File: config.mk
export PLATFORM = sky130hd
export DESIGN_NAME = cdc_src_holdoff_flat
export DESIGN_NICKNAME = d
export VERILOG_FILES = /design/src/rtl/cdc_src_holdoff_if.sv /design/src/rtl/cdc_src_holdoff.sv /design/src/flat_wrapper.sv
export SDC_FILE = /design/constraint.sdc
export NUM_CORES = 1
export LEC_CHECK = 0
export ABC_CLOCK_PERIOD_IN_PS = 1900
export BUFFER_PORTS_ARGS = -buffer_cell sky130_fd_sc_hd__buf_2
export CAP_MARGIN = 20
export CORE_UTILIZATION = 37
export DETAILED_ROUTE_END_ITERATION = 8
export GPL_ROUTABILITY_DRIVEN = 1
export PLACE_DENSITY = 0.7
export SLEW_MARGIN = 20
export SYNTH_ARGS = -nofsm -noshare
export SYNTH_HDL_FRONTEND = slang
export SYNTH_SLANG_ARGS = --single-unit
File: constraint.sdc
create_clock -name src_clk -period 1.9 [get_ports src_clk]
set_input_delay 0.19 -clock src_clk [delete_from_list [all_inputs] [get_ports src_clk]]
set_output_delay 0.19 -clock src_clk [all_outputs]
set_load 0.1 [all_outputs]
File: src/rtl/cdc_src_holdoff_if.sv
// rtl/cdc_src_holdoff_if.sv - stream-in / held-bus-out bundle for cdc_src_holdoff
//
// Purpose: groups the upstream valid/ready word stream and the held source
//          bus presented to the 64-bit two-flop crossing.
// Signals:
//   in_valid     upstream word valid            (master -> slave)
//   in_data      upstream word, WIDTH bits      (master -> slave)
//   in_ready     slave accepts word this cycle  (slave -> master)
//   hold_data    stable word to crossing input  (slave -> master)
//   busy         slave is holding a word        (slave -> master)
//   launch_count words launched since reset     (slave -> master)
interface cdc_src_holdoff_if #(
   parameter int WIDTH = 64
);
   logic             in_valid;
   logic             in_ready;
   logic [WIDTH-1:0] in_data;
   logic [WIDTH-1:0] hold_data;
   logic             busy;
   logic [15:0]      launch_count;

   modport master (
      output in_valid,
      output in_data,
      input  in_ready,
      input  hold_data,
      input  busy,
      input  launch_count
   );

   modport slave (
      input  in_valid,
      input  in_data,
      output in_ready,
      output hold_data,
      output busy,
      output launch_count
   );
endinterface

File: src/rtl/cdc_src_holdoff.sv
// rtl/cdc_src_holdoff.sv - source-side hold-off in front of a multi-bit two-flop crossing
//
// Purpose: accepts words on a valid/ready stream and launches each onto the
//          crossing's source data bus, then refuses new words for HOLD_CYCLES
//          src_clk cycles so the synchroniser never samples a half-updated bus.
//          Back-to-back throughput is one word per HOLD_CYCLES+1 cycles.
// Parameters:
//   WIDTH        data width, equal to the crossing bus width
//   HOLD_CYCLES  cycles spent holding after each launch, 1..255
// Ports:
//   src_clk      source-domain clock
//   src_rst_n    asynchronous active-low reset (release synchronised upstream)
//   bus          cdc_src_holdoff_if.slave: in_valid/in_data in,
//                in_ready/hold_data/busy/launch_count out (all registered)
// Build option:
//   CDC_SRC_HOLD_SKIP_DUP_EN - when defined, a word equal to the value already
//   on hold_data is consumed in IDLE without a new launch or hold period.
module cdc_src_holdoff #(
   parameter int WIDTH       = 64,
   parameter int HOLD_CYCLES = 8
) (
   input  logic                src_clk,
   input  logic                src_rst_n,
   cdc_src_holdoff_if.slave    bus
);

   generate
      if (HOLD_CYCLES < 1 || HOLD_CYCLES > 255) begin : g_bad_hold_cycles
         $error("cdc_src_holdoff: HOLD_CYCLES must be within 1..255");
      end
   endgenerate

   localparam logic [7:0] CNT_RELOAD = 8'(HOLD_CYCLES - 1);

   typedef enum logic {
      ST_IDLE = 1'b0,
      ST_HOLD = 1'b1
   } state_t;

   state_t           state_q,        state_d;
   logic [7:0]       cnt_q,          cnt_d;
   logic             in_ready_q,     in_ready_d;
   logic             busy_q,         busy_d;
   logic [WIDTH-1:0] hold_data_q,    hold_data_d;
   logic [15:0]      launch_count_q, launch_count_d;

   logic accept;
   logic is_dup;

   assign accept = bus.in_valid & in_ready_q;

`ifdef CDC_SRC_HOLD_SKIP_DUP_EN
   // The crossing already carries this value, so there is nothing to launch.
   assign is_dup = (bus.in_data == hold_data_q);
`else
   assign is_dup = 1'b0;
`endif

   always_comb begin
      state_d        = state_q;
      cnt_d          = cnt_q;
      in_ready_d     = in_ready_q;
      busy_d         = busy_q;
      hold_data_d    = hold_data_q;
      launch_count_d = launch_count_q;

      unique case (state_q)
         ST_IDLE: begin
            // Ready rises on the first edge after reset release and stays up in IDLE.
            in_ready_d = 1'b1;
            if (accept && !is_dup) begin
               hold_data_d    = bus.in_data;
               cnt_d          = CNT_RELOAD;
               in_ready_d     = 1'b0;
               busy_d         = 1'b1;
               launch_count_d = launch_count_q + 16'd1;
               state_d        = ST_HOLD;
            end
         end
         ST_HOLD: begin
            if (cnt_q != 8'd0) begin
               cnt_d = cnt_q - 8'd1;
            end else begin
               in_ready_d = 1'b1;
               busy_d     = 1'b0;
               state_d    = ST_IDLE;
            end
         end
         default: begin
            state_d = ST_IDLE;
         end
      endcase
   end

   always_ff @(posedge src_clk or negedge src_rst_n) begin
      if (!src_rst_n) begin
         state_q        <= ST_IDLE;
         cnt_q          <= 8'd0;
         in_ready_q     <= 1'b0;
         busy_q         <= 1'b0;
         hold_data_q    <= '0;
         launch_count_q <= 16'd0;
      end else begin
         state_q        <= state_d;
         cnt_q          <= cnt_d;
         in_ready_q     <= in_ready_d;
         busy_q         <= busy_d;
         hold_data_q    <= hold_data_d;
         launch_count_q <= launch_count_d;
      end
   end

   assign bus.in_ready     = in_ready_q;
   assign bus.busy         = busy_q;
   assign bus.hold_data    = hold_data_q;
   assign bus.launch_count = launch_count_q;

endmodule
File: src/flat_wrapper.sv
// flat-port wrapper written by rule: the top's interface ports become plain ports
module cdc_src_holdoff_flat 
#(
   parameter int WIDTH       = 64,
   parameter int HOLD_CYCLES = 8
)
  (src_clk, src_rst_n, bus_in_valid, bus_in_data, bus_in_ready, bus_hold_data, bus_busy, bus_launch_count);
  cdc_src_holdoff_if #(.WIDTH(WIDTH)) bus_i ();
  input  logic src_clk;
  input  logic src_rst_n;
  input wire logic [$bits(bus_i.in_valid)-1:0] bus_in_valid;
  input wire logic [$bits(bus_i.in_data)-1:0] bus_in_data;
  output wire logic [$bits(bus_i.in_ready)-1:0] bus_in_ready;
  output wire logic [$bits(bus_i.hold_data)-1:0] bus_hold_data;
  output wire logic [$bits(bus_i.busy)-1:0] bus_busy;
  output wire logic [$bits(bus_i.launch_count)-1:0] bus_launch_count;
  assign bus_i.in_valid = bus_in_valid;
  assign bus_i.in_data = bus_in_data;
  assign bus_in_ready = bus_i.in_ready;
  assign bus_hold_data = bus_i.hold_data;
  assign bus_busy = bus_i.busy;
  assign bus_launch_count = bus_i.launch_count;
  cdc_src_holdoff #(.WIDTH(WIDTH), .HOLD_CYCLES(HOLD_CYCLES)) u_core (.src_clk(src_clk), .src_rst_n(src_rst_n), .bus(bus_i));
endmodule
==> results of run 1 <==
## worst max-delay path, stage by stage, from the launching register on
cell	delay, ps
dfrtp_1	430
or4b_4	560
a2111o_1	410
nand3_1	90
o21ai_1	70
## cells in the mapped netlist (all sizes together), types with 2 or more instances
master / number
o21ai: 2
and3: 2
nand4: 2
xnor2: 7
buf: 4
ha: 2
nand3: 5
clkbuf: 11
inv: 6
nor2: 10
mux2i: 2
dfrtp: 91
a21oi: 4
nand2: 206
nor3: 9
nor4: 2
xor2: 8
## flip-flops by register name, summed over array words and instances (netlist names)
name,cells
u_core.bus.busy,1
u_core.bus.hold_data,64
u_core.bus.in_ready,1
u_core.bus.launch_count,16
u_core.cnt_q,8
u_core.state_q,1
## layout make-up
class | count | share of cell area
clock inverters | 5 | 0.00844
flip-flops and latches | 91 | 0.483
inverters | 6 | 0.00475
repair buffers | 157 | 0.175
clock buffers | 11 | 0.0277
multi-input cells | 275 | 0.267
well taps | 129 | 0.0340
## where the power goes
group / internal, mW / switching (mW) / total (mW)
Sequential: 1.93 / 0 / 1.93
Clock: 0.484 / 0.680 / 1.16
Combinational: 0.0570 / 0.0560 / 0.113
## logic make-up after synthesis
kind of cell	Yosys count	synth area share
AO/OA/AOI/OAI	12	0.0218
XOR/XNOR	15	0.0363
adder cells (fa/ha/maj)	2	0.00691
buffers and inverters	21	0.0225
flip-flops	91	0.629
multiplexers	3	0.00864
AND/OR/NAND/NOR	243	0.275
## per-layer routing
metal / up-vias / share of wire / track usage
met3: 6 / 0.063 / 0.0472
met2: 102 / 0.49 / 0.288
li1: 1515 / - / -
met4: 0 / 0.0087 / 0.0602
met1: 1485 / 0.44 / 0.200
met5: - / 0 / 0
## worst paths after layout
kind	from	end	slack [ps]
min in group asynchronous	src_rst_n	u_core.bus.hold_data[38]$_DFFE_PN0P_	340
hold / removal	bus_in_data[20]	u_core.bus.hold_data[20]$_DFFE_PN0P_	20
setup reg to reg	u_core.cnt_q[2]$_DFFE_PN0P_	u_core.cnt_q[5]$_DFFE_PN0P_	230
max in group asynchronous	src_rst_n	u_core.bus.launch_count[2]$_DFFE_PN0P_	910
setup / recovery	u_core.cnt_q[2]$_DFFE_PN0P_	u_core.cnt_q[5]$_DFFE_PN0P_	230
hold reg to reg	u_core.bus.hold_data[48]$_DFFE_PN0P_	u_core.bus.hold_data[48]$_DFFE_PN0P_	470
## metrics by stage
stage	hold slack [ps]	worst slack (ps)	power [mW]
final	18.7	231	3.21
after global routing	6.54	160	3.35
after CTS	0.407	237	3.26
after detailed placement	171	247	2.09
after global placement	168	275	2.08
after floorplan	-106	4.76	1.98
## layout by cell type (no fill, tap or decap), types with 3 or more instances in the layout
cell type      count
nand2_1          206
nand3_1            4
dfrtp_2            9
nor3_1             9
buf_2            147
inv_1              6
buf_4              6
xnor2_1            7
clkinvlp_4         3
dfrtp_1           82
xor2_1             8
nor2_1            10
a21oi_1            4
clkbuf_8           9
dlygate4sd3_1      3
## what timing repair did
item,in CTS,in global routing
hold endpoints to repair,34,1
buffers inserted,0,0
hold buffers,2,1
==> metrics.md, run 1 <==
| Metric | Value |
|---|---|
| CP Max Fanout | `5` |
| Worst-case clock skew | `13.2 ps` |
| N_diodes | `0` |
| Placed cells | `around 660` |
| WS Path Type | `register to register` |
| Multi-input logic area | `1270 um^2` |
| Status | `completed` |
| Largest net degree at the start of global routing | `between 50 and 60` |
| Clock Latency Late Sink | `roughly 350 ps` |
| # resized after CTS | `0` |
| Hold path cells | `3` |
| CP Data Required Time | `~2100 ps` |
| GPL Wtd Cong | `roughly 0.8` |
| IO Port Bufs | `around 150` |
| Routed WL | `~8100 um` |
| Max Cap Viol | `0` |
| Drt drc | `0` |
| DIE AREA | `roughly 10000 um^2` |
| Layout Cells excl Fill | `approximately 670` |
| Seq/Total Area, Yosys | `0.629` |
| Fmax | `~600 MHz` |
| Root Driver | `clkbuf_8` |
| Post-synth EDFFs | `0` |
| Startpoint Class | `register` |
| Synth cell types | `34` |
| Final Cell Area | `approximately 4700 um^2` |
| Setup violators final | `0` |
| Row cnt | `35` |
| Period utilization | `0.878` |
| Max rail drop VDD | `~280 uV` |
| Detailed Routing Iterations Pass 1 | `5` |
| CORE AREA | `between 9000 and 10000 um^2` |
| Top post-synthesis cells by area | `dfrtp_1 63%, nand2_1 21%, xor2_1 1.9%` |
| Total GRT Usage | `0.167` |
| Fraction of layout cells with a size suffix above 1 | `0.338` |
| Yosys top cell by area | `dfrtp_1` |
| Dpl hpwl | `5800 um` |
| PD cells | `roughly 680 nW/um^2` |
| Synth warn | `0` |
| Maximum clock path buffer count | `2` |
| Main flop type after synthesis | `dfrtp_1` |
| Tmin final | `between 1500 and 2000 ps` |
| Routed Antenna Nets | `0` |
| TritonCTS clock tree | `done` |
| Vias | `3108` |
| Die width | `just over 100 um` |
| Drt via density | `between 4 and 5` |
| Worst rel slew slack | `0.644` |
| Synth Cell Area | `3620 um^2` |
| Grt ovf | `0` |
| Fillers | `a little over 900` |
| Post-Syn Nets | `about 460` |
| Leakage power | `about 2.8 nW` |
| R2R depth | `4` |
| Vias in the first global route | `a little under 3000` |
| Critical path endpoint category | `register` |
| Synthesized flop and latch total | `91` |
| Synth async-reset ratio | `1.00` |
| Die Y-Extent | `101 um` |
| Placed Area | `roughly 4500 um^2` |
| Slew @ Worst Pin | `around 530 ps` |
| First-pass GRT wire length | `around 13000 um` |
| Final hold violation count | `0` |
| Htree depth | `3` |
| CTS buffer count | `9` |
| FF+latch area | `around 2300 um^2` |
| Post-synth top area share | `0.629` |
| Cells after Synth | `387` |
| RSZ-0062 raised after global routing | `false` |
| Layout Area Growth over Synthesis | `31.0%` |
| Avg WL per Cell | `~12 um` |
| Final-report max-slew violation count | `0` |
| Initial Util | `0.386` |
| Ports | `149` |
| Final core occ | `0.506` |
| Avg Inst Size Synth | `9.36 um^2` |
| Critical path data arrival time | `~1900 ps` |
| CTS Sinks | `91` |
| Clock slew at reported path FFs | `approximately 100 ps` |
| Initial antenna violation count | `0` |
| Fin Setup TNS | `0 ps` |
| Worst min path class | `primary input to register` |
| Final #Nets | `609` |
| Starting DRT DRC Count | `88` |
(Power assumes the default switching activity.)
==> run 2, diff against run 1 <==
==> constraint.sdc (replaced) <==
create_clock -name src_clk -period 1.9 [get_ports src_clk]
set_input_delay 0.285 -clock src_clk [delete_from_list [all_inputs] [get_ports src_clk]]
set_output_delay 0.285 -clock src_clk [all_outputs]
set_load 0.1 [all_outputs]
==> metrics.md, run 2 (synthesized netlist as in run 1, its figures left out) <==
| Metric | Value |
|---|---|
| Int Power | `2.77 mW (+12%)` |
| Drt drc | `0 (unchanged)` |
| Starting DRT DRC Count | `89 (+1.1%)` |
| GPL Wtd Cong | `0.783 (-4.4%)` |
| Critical path data arrival time | `1860 ps (-40 ps)` |
| Dpl hpwl | `5970 um (+2.9%)` |
| Detailed Routing Iterations Pass 1 | `4 (-1)` |
| Max Cap Viol | `0 (unchanged)` |
| CTS Sinks | `91 (unchanged)` |
| Sw Pwr | `718 uW (-2.5%)` |
| Critical path endpoint category | `register` |
| Logic pwr share | `0.032 (-0.003)` |
| Final core occ | `0.510 (+0.00387)` |
| Ports | `149 (unchanged)` |
| Die width | `101 um (unchanged)` |
| Grt ovf | `0 (unchanged)` |
| CP Max Fanout | `4 (-1)` |
| Crit-path cells | `or4b_4, a2111o_1, nand3_1, o21ai_1` |
| CORE AREA | `9370 um^2 (unchanged)` |
| Layout Area Growth over Synthesis | `32.0%` |
| Die Y-Extent | `101 um (unchanged)` |
| Drt via density | `4.51 (-2.3%)` |
| Worst path max stage delay | `560 ps (about the same)` |
| Fraction of layout cells with a size suffix above 1 | `0.340 (+0.00246)` |
| DIE AREA | `10200 um^2 (unchanged)` |
| Final #Nets | `608 (-0.16%)` |
| Startpoint Class | `register` |
| Vias in the first global route | `3014 (+2.3%)` |
| Hold-fix buffer count after cts | `1 (-1)` |
| Commonest non-fill, non-tap cells in the layout | `206 x nand2_1, 147 x buf_2, 82 x dfrtp_1, 10 x nor2_1, 10 x clkbuf_8` |
| Worst min path class | `primary input to register` |
| Setup violators final | `0 (unchanged)` |
| Final-report max-slew violation count | `0 (unchanged)` |
| Htree depth | `3 (unchanged)` |
| TritonCTS clock tree | `done` |
| Fmax | `613 MHz (+2.2%)` |
| Slew @ Worst Pin | `558 ps (+23.7 ps)` |
| Tmin final | `1630 ps (-36.3 ps)` |
| Max rail drop VDD | `398 uV (+41%)` |
| Maximum clock path buffer count | `2 (unchanged)` |
| Postcts setup bufs | `0 (unchanged)` |
| Sequential power share | `0.555 (-0.047)` |
| Status | `completed` |
| Avg WL per Cell | `12.3 um (+2.3%)` |
| Max reg flops | `64 (unchanged)` |
| CP Data Required Time | `2130 ps (about the same)` |
| Row cnt | `35 (unchanged)` |
| Sw frac | `0.206 (-0.0234)` |
| Routed WL | `8300 um (+2.2%)` |
| Clock slew at reported path FFs | `90 ps (about the same)` |
| Clk pwr share | `0.413 (+0.051)` |
| Largest net degree at the start of global routing | `57 (-3.4%)` |
| RSZ-0062 raised after global routing | `false` |
| Hold WS | `118 ps (+98.9 ps)` |
| Total GRT Usage | `0.173 (+0.00571)` |
| Hold_sp | `bus_in_data[16]` |
| Root Driver | `clkbuf_8` |
| N_diodes | `0 (unchanged)` |
| Slowest cell on crit path | `or4b_4` |
| Worst-case clock skew | `10.1 ps (-3.16 ps)` |
| Pwr Total | `3.49 mW (+8.6%)` |
| # resized after CTS | `0 (unchanged)` |
| FF-to-FF Start | `u_core.cnt_q[1]$_DFFE_PN0P_` |
| Fin Setup TNS | `0 ps (unchanged)` |
| WS Path Type | `register to register` |
| Start point of the critical path | `u_core.cnt_q[1]$_DFFE_PN0P_` |
| CTS buffer count | `9 (unchanged)` |
| Clock Latency Late Sink | `350 ps (about the same)` |
| Routed Antenna Nets | `0 (unchanged)` |
| Leakage power | `2.84 nW (+0.82%)` |
| Most common cell after layout, fill and taps aside | `nand2_1` |
| Worst rel slew slack | `0.628 (-0.0158)` |
| Initial antenna violation count | `0 (unchanged)` |
| Vias | `3033 (-2.4%)` |
| IO Port Bufs | `148 (unchanged)` |
| Final hold violation count | `0 (unchanged)` |
| PD cells | `730 nW/um^2 (+7.8%)` |
| Initial Util | `0.386 (unchanged)` |
| Period utilization | `0.859 (-0.0191)` |
| Fillers | `918 (-1.1%)` |
| First-pass GRT wire length | `13700 um (+2.6%)` |
==> run 2: cell count changes in the layout (fill, tap and decap cells not counted), sizes merged <==
| cell | before | now |
|---|---|---|
| clkinvlp | 3 | 2 |
| dlygate4sd3 | 3 | 1 |
| buf | 154 | 155 |
| inv | 7 | 6 |
| clkbuf | 11 | 12 |
| clkinv | 1 | 0 |
| bufinv | 0 | 2 |
==> run 2: final cells by class <==
class                   instances  area, um^2  area share
clock buffers                  12         145      0.0304
clock inverters                 4        75.1      0.0157
inverters                       6        22.5     0.00471
multi-input cells             275        1270       0.265
flip-flops and latches         91        2290       0.479
well taps                     129         161      0.0338
repair buffers                156         818       0.171
==> run 2: metrics by stage <==
stage                     cells  area, um^2  setup WS, ps
after floorplan             387        3630          4.76
after global placement      656        4550           279
after detailed placement    656        4550           275
after CTS                   673        4780           258
after global routing        673        4780           147
final                       673        4780           268
==> run 2: path summary, 6_finish.rpt <==
path / end / slack (ps) / depth (start not counted)
max in group asynchronous: u_core.bus.launch_count[9]$_DFFE_PN0P_ / 840 / 3
min reg2reg: u_core.bus.hold_data[49]$_DFFE_PN0P_ / 470 / 2
min in group asynchronous: u_core.bus.launch_count[3]$_DFFE_PN0P_ / 410 / 2
min: u_core.bus.hold_data[16]$_DFFE_PN0P_ / 120 / 3
max: u_core.cnt_q[5]$_DFFE_PN0P_ / 270 / 4
max reg2reg: u_core.cnt_q[5]$_DFFE_PN0P_ / 270 / 4
==> run 2: power groups by stage <==
stage | Sequential, mW | Clock, mW | Combinational [mW]
5_1_grt | 1.94 | 1.57 | 0.128
6_report | 1.93 | 1.44 | 0.112
3_3_place_gp | 1.97 | 0 | 0.113
4_1_cts | 1.93 | 1.48 | 0.116
3_5_place_dp | 1.97 | 0 | 0.114
2_1_floorplan | 1.97 | 0 | 0.00150
==> run 2: critical path, delay by kind of cell (launching register included) <==
family | cells | cell delay, ps
AND/OR/NAND/NOR | 2 | 640
AO/OA/AOI/OAI | 2 | 470
flip-flops | 1 | 410
==> run 2: layer usage <==
| metal | up-vias | GRT usage | wire length [um] |
|---|---|---|---|
| met5 | - | 0 | 0 |
| met4 | 0 | 0.0635 | 123 |
| met3 | 10 | 0.0437 | 461 |
| met2 | 92 | 0.304 | 4120 |
| met1 | 1414 | 0.204 | 3600 |
| li1 | 1517 | - | - |
